[config.mk]
export PLATFORM = sky130hd
export DESIGN_NAME = uart_tx_buffered
export DESIGN_NICKNAME = d
export VERILOG_FILES = /design/src/rtl/uart_pkg.sv /design/src/rtl/uart_tx_fifo.sv /design/src/rtl/uart_tx_buffered.sv
export SDC_FILE = /design/constraint.sdc
export NUM_CORES = 1
export LEC_CHECK = 0
export CORE_MARGIN = 2
export CORE_UTILIZATION = 61
export CTS_CLUSTER_SIZE = 14
export DETAILED_ROUTE_END_ITERATION = 16
export GPL_TIMING_DRIVEN = 0
export HOLD_SLACK_MARGIN = 0.1
export PLACE_DENSITY = 0.79
export SLEW_MARGIN = 20
export SYNTH_ARGS = -nofsm -noshare
export SYNTH_HDL_FRONTEND = slang
export SYNTH_HIERARCHICAL = 1
export SYNTH_SLANG_ARGS = --single-unit
[constraint.sdc]
create_clock -name clk -period 3.9 [get_ports clk]
set_input_delay 0.39 -clock clk [delete_from_list [all_inputs] [get_ports clk]]
set_output_delay 0.39 -clock clk [all_outputs]
set_load 0.02 [all_outputs]
[src/rtl/uart_pkg.sv]
// Shared UART constants, transmitter state encoding and baud-divider helper.
package uart_pkg;

    localparam int OSF = 16;

    typedef enum logic [2:0] {
        IDLE,
        START,
        DATA,
        PARITY,
        STOP
    } tx_state_t;

    function automatic int clk_div_count(input int clk_freq, input int baud);
        return clk_freq / (OSF * baud);
    endfunction

endpackage

[src/rtl/uart_tx_fifo.sv]
// Generic synchronous FIFO for the UART transmitter, show-ahead read data.
// Latency: a write is visible on rd_data/level the cycle after it is accepted.
// Backpressure: writes while full and reads while empty are ignored.
module uart_tx_fifo
#(
    parameter int DEPTH = 16,
    parameter int WIDTH = 8
) (
    input  logic                   clk,
    input  logic                   reset,
    input  logic                   wr_en,
    input  logic [WIDTH-1:0]       wr_data,
    input  logic                   rd_en,
    output logic [WIDTH-1:0]       rd_data,
    output logic                   empty,
    output logic                   full,
    output logic [$clog2(DEPTH):0] level
);
    localparam int AW = $clog2(DEPTH);
    localparam logic [AW:0] FULL_LVL = (AW+1)'(DEPTH);

    logic [WIDTH-1:0] mem [DEPTH];
    logic [AW-1:0]    wr_ptr;
    logic [AW-1:0]    rd_ptr;
    logic [AW:0]      count;
    logic             do_wr;
    logic             do_rd;

    assign full    = (count == FULL_LVL);
    assign empty   = (count == '0);
    assign do_wr   = wr_en && !full;
    assign do_rd   = rd_en && !empty;
    assign rd_data = mem[rd_ptr];
    assign level   = count;

    // Pointers wrap naturally because DEPTH is a power of two.
    always_ff @(posedge clk or posedge reset) begin
        if (reset) begin
            wr_ptr <= '0;
            rd_ptr <= '0;
            count  <= '0;
        end else begin
            if (do_wr) wr_ptr <= wr_ptr + AW'(1);
            if (do_rd) rd_ptr <= rd_ptr + AW'(1);
            case ({do_wr, do_rd})
                2'b10:   count <= count + (AW+1)'(1);
                2'b01:   count <= count - (AW+1)'(1);
                default: count <= count;
            endcase
        end
    end

    always_ff @(posedge clk) begin
        if (do_wr) mem[wr_ptr] <= wr_data;
    end

endmodule

[src/rtl/uart_tx_buffered.sv]
// Buffered UART transmitter, 8N1 LSB first; define UART_TX_PARITY_EN for 8E1/8O1 framing.
// Latency: a byte written to an empty FIFO while idle starts its start bit two clocks later.
// Backpressure: wr_ready is low while DEPTH bytes are queued; writes then are dropped.
module uart_tx_buffered
    import uart_pkg::*;
#(
    parameter int CLK_FREQ   = 50_000_000,
    parameter int BAUD       = 115_200,
    parameter int DEPTH      = 16,
    parameter int STOP_BITS  = 1,
    parameter int PARITY_ODD = 0
) (
    input  logic                   clk,
    input  logic                   reset,
    input  logic [7:0]             wr_data,
    input  logic                   wr_valid,
    output logic                   wr_ready,
    output logic                   tx,
    output logic                   busy,
    output logic [$clog2(DEPTH):0] level
);
    localparam int DIV    = clk_div_count(CLK_FREQ, BAUD);
    localparam int DIV_W  = (DIV > 1) ? $clog2(DIV) : 1;
    localparam int TICK_W = $clog2(OSF);

    tx_state_t         state_q, state_d;
    logic [DIV_W-1:0]  presc_q, presc_d;
    logic [TICK_W-1:0] tick_q, tick_d;
    logic [2:0]        bit_q, bit_d;
    logic              stop_q, stop_d;
    logic [7:0]        shift_q, shift_d;
    logic              tx_q, tx_d;
    logic              pop;
    logic              tick;
    logic              bit_done;
    logic              stop_last;
    logic [7:0]        fifo_rd_data;
    logic              fifo_empty;
    logic              fifo_full;
`ifdef UART_TX_PARITY_EN
    logic              par_q, par_d;
`else
    logic              unused_parity_odd;
    assign unused_parity_odd = 1'(PARITY_ODD);
`endif

    uart_tx_fifo #(
        .DEPTH (DEPTH),
        .WIDTH (8)
    ) u_fifo (
        .clk     (clk),
        .reset   (reset),
        .wr_en   (wr_valid),
        .wr_data (wr_data),
        .rd_en   (pop),
        .rd_data (fifo_rd_data),
        .empty   (fifo_empty),
        .full    (fifo_full),
        .level   (level)
    );

    assign wr_ready  = !fifo_full;
    assign busy      = (state_q != IDLE);
    assign tx        = tx_q;
    assign tick      = (presc_q == DIV_W'(DIV - 1));
    assign bit_done  = tick && (tick_q == TICK_W'(OSF - 1));
    assign stop_last = (stop_q == 1'(STOP_BITS - 1));

    always_comb begin
        state_d = state_q;
        presc_d = presc_q;
        tick_d  = tick_q;
        bit_d   = bit_q;
        stop_d  = stop_q;
        shift_d = shift_q;
        pop     = 1'b0;
`ifdef UART_TX_PARITY_EN
        par_d   = par_q;
`endif
        if (state_q != IDLE) begin
            presc_d = tick ? '0 : presc_q + DIV_W'(1);
            if (tick) tick_d = tick_q + TICK_W'(1);
        end

        case (state_q)
            IDLE: begin
                // Timing restarts on load so every bit is exactly OSF*DIV clocks.
                if (!fifo_empty) begin
                    pop     = 1'b1;
                    state_d = START;
                    presc_d = '0;
                    tick_d  = '0;
                    bit_d   = '0;
                    stop_d  = 1'b0;
                    shift_d = fifo_rd_data;
`ifdef UART_TX_PARITY_EN
                    par_d   = (^fifo_rd_data) ^ 1'(PARITY_ODD);
`endif
                end
            end
            START: begin
                if (bit_done) state_d = DATA;
            end
            DATA: begin
                if (bit_done) begin
                    shift_d = {1'b0, shift_q[7:1]};
                    bit_d   = bit_q + 3'd1;
                    if (bit_q == 3'd7) begin
`ifdef UART_TX_PARITY_EN
                        state_d = PARITY;
`else
                        state_d = STOP;
`endif
                    end
                end
            end
`ifdef UART_TX_PARITY_EN
            PARITY: begin
                if (bit_done) state_d = STOP;
            end
`endif
            STOP: begin
                if (bit_done) begin
                    if (stop_last) state_d = IDLE;
                    else           stop_d  = 1'b1;
                end
            end
            default: state_d = IDLE;
        endcase

        // Line level is registered from next-state values to keep tx glitch-free.
        case (state_d)
            START:   tx_d = 1'b0;
            DATA:    tx_d = shift_d[0];
`ifdef UART_TX_PARITY_EN
            PARITY:  tx_d = par_d;
`endif
            default: tx_d = 1'b1;
        endcase
    end

    always_ff @(posedge clk or posedge reset) begin
        if (reset) begin
            state_q <= IDLE;
            presc_q <= '0;
            tick_q  <= '0;
            bit_q   <= '0;
            stop_q  <= 1'b0;
            shift_q <= '0;
            tx_q    <= 1'b1;
`ifdef UART_TX_PARITY_EN
            par_q   <= 1'b0;
`endif
        end else begin
            state_q <= state_d;
            presc_q <= presc_d;
            tick_q  <= tick_d;
            bit_q   <= bit_d;
            stop_q  <= stop_d;
            shift_q <= shift_d;
            tx_q    <= tx_d;
`ifdef UART_TX_PARITY_EN
            par_q   <= par_d;
`endif
        end
    end

endmodule
==> impl_metrics.py <==
metrics = {
    "clock_tree": {
        "postCtsResizedCells": 0,
        "cts_root_buf": "clkbuf_16",
        "clock-sinks": 165,
        "clockBufferDepth": 2,
        "h-tree-depth": 4,
        "numCtsBuffers": 17,
        "postCtsSetupRepairBufs": 0,
        "clk_latency_ps": 420,
        "cts_tree": "done",
        "clk_pin_slew_ps": 60,
        "postCtsHoldBufs": 0,
    },
    "floorplan": {
        "start_util_pct": 61.85,
        "io_pins": 19,
        "dieArea_mm2": 0.01235,
        "die_width_um": 111.1,
        "placementRows": 39,
        "coreArea_mm2": 0.01132,
        "die_h_um": 111.1,
    },
    "logic_synthesis": {
        "ys_seq_elements": 165,
        "ys.warnings.count": 6,
        "ys_seq_area_share_pct": 68.14,
        "yosys-top-cells-area": "edfxtp_1 55%, dfrtp_1 13%, mux4_2 5.1%",
        "synth_area_leader_cell": "edfxtp_1",
        "ys_types": 47,
        "netlist.area_leader.share_pct": 54.90,
        "synth_ff_type": "edfxtp_1",
        "yosysMostFrequentCell": "edfxtp_1",
        "syn-num-nets": 477,
        "synthArstFlopShare_pct": 22.42,
        "syn_area_mm2": 0.007002,
        "syn_area_per_cell_um2": 15.52,
        "synth_commonest_cells": "128 x edfxtp_1, 43 x nand2_1, 36 x dfrtp_1, 28 x o21ai_0, 25 x mux2i_1",
        "synth-edff-count": 128,
        "synthCells": 451,
    },
    "status": {
        "status": "finished, final reports clean",
    },
    "pwr": {
        "leakagePower_nw": 3.038,
        "power_density_mw_per_mm2": 539.1,
        "ir_drop_v": 0.0004924,
    },
    "sta": {
        "hold_viol": 0,
        "fmax_ghz": 0.2879,
        "slew_violations": 0,
        "worst_slew_pin_slew_ps": 906.5,
        "rsz0062_at_grt": "false",
        "setup_viol": 0,
        "setup_slack_ps": 426.1,
        "fin_crit_ps": 3474,
        "timing.slew.headroom_pct": 39.50,
        "period_share_pct": 89.07,
        "tns_ps": 0,
        "finalClockSkew_ps": 9.034,
    },
    "global_route": {
        "grt_pass1_vias": 4008,
        "grt_max_degree": 25,
        "antenna_found_initial": 0,
        "grt_pass1_wl_um": 22250,
        "grt_overflow": 0,
        "grtUsageTotal_pct": 24.26,
    },
    "run": {
        "maxCapViolCount": 0,
    },
    "finish": {
        "drive_gt1_share_pct": 16.57,
        "antenna_cells": 0,
        "layout.cells.non_filler": 644,
        "area_growth_pct": 13.51,
        "final_nets": 514,
        "post-route-cell-area_mm2": 0.007948,
    },
    "placed_design": {
        "io_buffers": 18,
        "dpl_cell_area_mm2": 0.007371,
        "pre_cts_ws_ps": 499.7,
        "dpl.hpwl_um": 9021,
        "post-place-cells": 612,
        "gp_congestion": 0.7923,
    },
    "drt": {
        "via_per_inst": 6.129,
        "postRouteAntennaNets": 0,
        "post-route-drc-count": 0,
        "drtIter0Drc": 323,
        "wl_per_cell_um": 21.64,
        "dr.pass1.iters": 5,
        "wirelength_um": 13940,
        "vias": 3947,
    },
    "critical_path": {
        "crit_fanout": 10,
        "worstSetupPathType": "reg -> reg",
        "arrival_ps": 3780,
        "required_ps": 4200,
        "end_kind": "flop",
        "start_kind": "flop",
    },
    "hold_path": {
        "min_path_type": "in -> async",
    },
}
[registers in the layout, summed over array words and instances, names as in the netlist, 4 cells and up]
signal,cells
shift_q,8
u_fifo/wr_ptr,4
u_fifo/level,5
u_fifo/mem,128
u_fifo/rd_ptr,4
tick_q,4
presc_q,5
[power by group]
part,total (mW),switching (mW),leakage (nW),internal (mW)
registers,2.16,0.0765,1.60,2.08
clock network,1.60,0.660,0.266,0.938
logic,0.526,0.335,1.17,0.191
total,4.28,1.07,3.04,3.21
[area by class of cell]
| class | instances | area [µm²] |
|---|---|---|
| Sequential cell | 165 | 4771 |
| Fill cell | 731 | 3373 |
| Multi-Input combinational cell | 249 | 2017 |
| Tap cell | 143 | 178.9 |
| Clock inverter | 13 | 133.9 |
| Buffer | 22 | 172.7 |
| Timing Repair Buffer | 18 | 180.2 |
| Inverter | 15 | 61.31 |
| Clock buffer | 19 | 432.9 |
[kinds of logic after synthesis]
kind of cell               Yosys count  share of synthesized area [%]
DFF                                165                          68.14
xor gates and xnor gates            15                          1.876
AOI/OAI and AO/OA                   66                          6.112
adders and majority gates           15                          2.788
muxes                               51                          10.38
buffers and inverters               37                          3.342
and+or+nand+nor                    102                          7.363
[worst max-delay path, cell delays in order, from the launching register on]
cell and delay, ps:
dfrtp_1 440, nor4_2 320, and2b_1 220, nand2b_1 110
buf_4 170, clkinv_4 80, buf_6 140, nor2b_1 140
buf_6 130, ha_1 230, ha_1 330, nor2b_1 140
o21ai_0 260, a21oi_1 130, or3b_1 370, xnor2_1 140
[routing by layer]
metal  up-vias  wire (µm)  track usage [%]
li1       1777          -                -
met1      2011       5720            31.72
met2       133       7165            39.43
met3        26        685            5.030
met4         0        366            11.69
met5         -          0                0
[per-stage QoR]
stage,hold WS [ps],utilization (%),power [mW]
floorplan,267.0,-,2.498
CTS,352.0,70.11,4.301
finish,358.2,70.20,4.284
global route,415.3,70.20,4.440
detailed placement,468.2,65.11,2.712
global placement,458.5,65.02,2.672
[layout by cell type (no fill, tap or decap), types with 2 or more instances in the layout]
cell type / netlist / layout
o21ai_0: 28 / 28
clkinvlp_4: 0 / 3
mux4_2: 16 / 16
nand2_1: 43 / 43
nor2_1: 19 / 19
nor3_2: 0 / 4
xor2_1: 7 / 7
clkbuf_1: 4 / 6
nand4b_1: 2 / 2
a22oi_1: 14 / 14
clkinv_1: 1 / 4
clkinv_4: 1 / 4
buf_2: 5 / 5
ha_1: 14 / 14
clkbuf_16: 0 / 17
buf_4: 2 / 2
mux2i_1: 25 / 25
inv_1: 13 / 13
bufinv_16: 0 / 2
edfxtp_1: 128 / 128
xnor2_1: 8 / 8
buf_6: 8 / 8
nor2b_1: 3 / 3
mux2_2: 9 / 9
and2_1: 3 / 3
nand4_1: 3 / 3
nand3_1: 10 / 10
buf_1: 2 / 2
nand2b_1: 3 / 3
a21oi_1: 12 / 12
dfrtp_1: 36 / 36
a221oi_1: 8 / 8
nor3_4: 2 / 2
clkdlybuf4s50_1: 0 / 18
[worst paths after layout]
check | startpoint | end | slack, ps | cells after the start
min reg2reg | shift_q[3] | shift_q[3] | 480 | 2
max | u_fifo/level[0] | u_fifo/level[4] | 430 | 15
min | reset | u_fifo/rd_ptr[3] | 360 | 2
max in group asynchronous | reset | shift_q[4] | 2840 | 2
max reg2reg | u_fifo/level[0] | u_fifo/level[4] | 430 | 15
min in group clk | shift_q[3] | shift_q[3] | 480 | 2
Note: power is estimated with default switching activity, not from simulation.
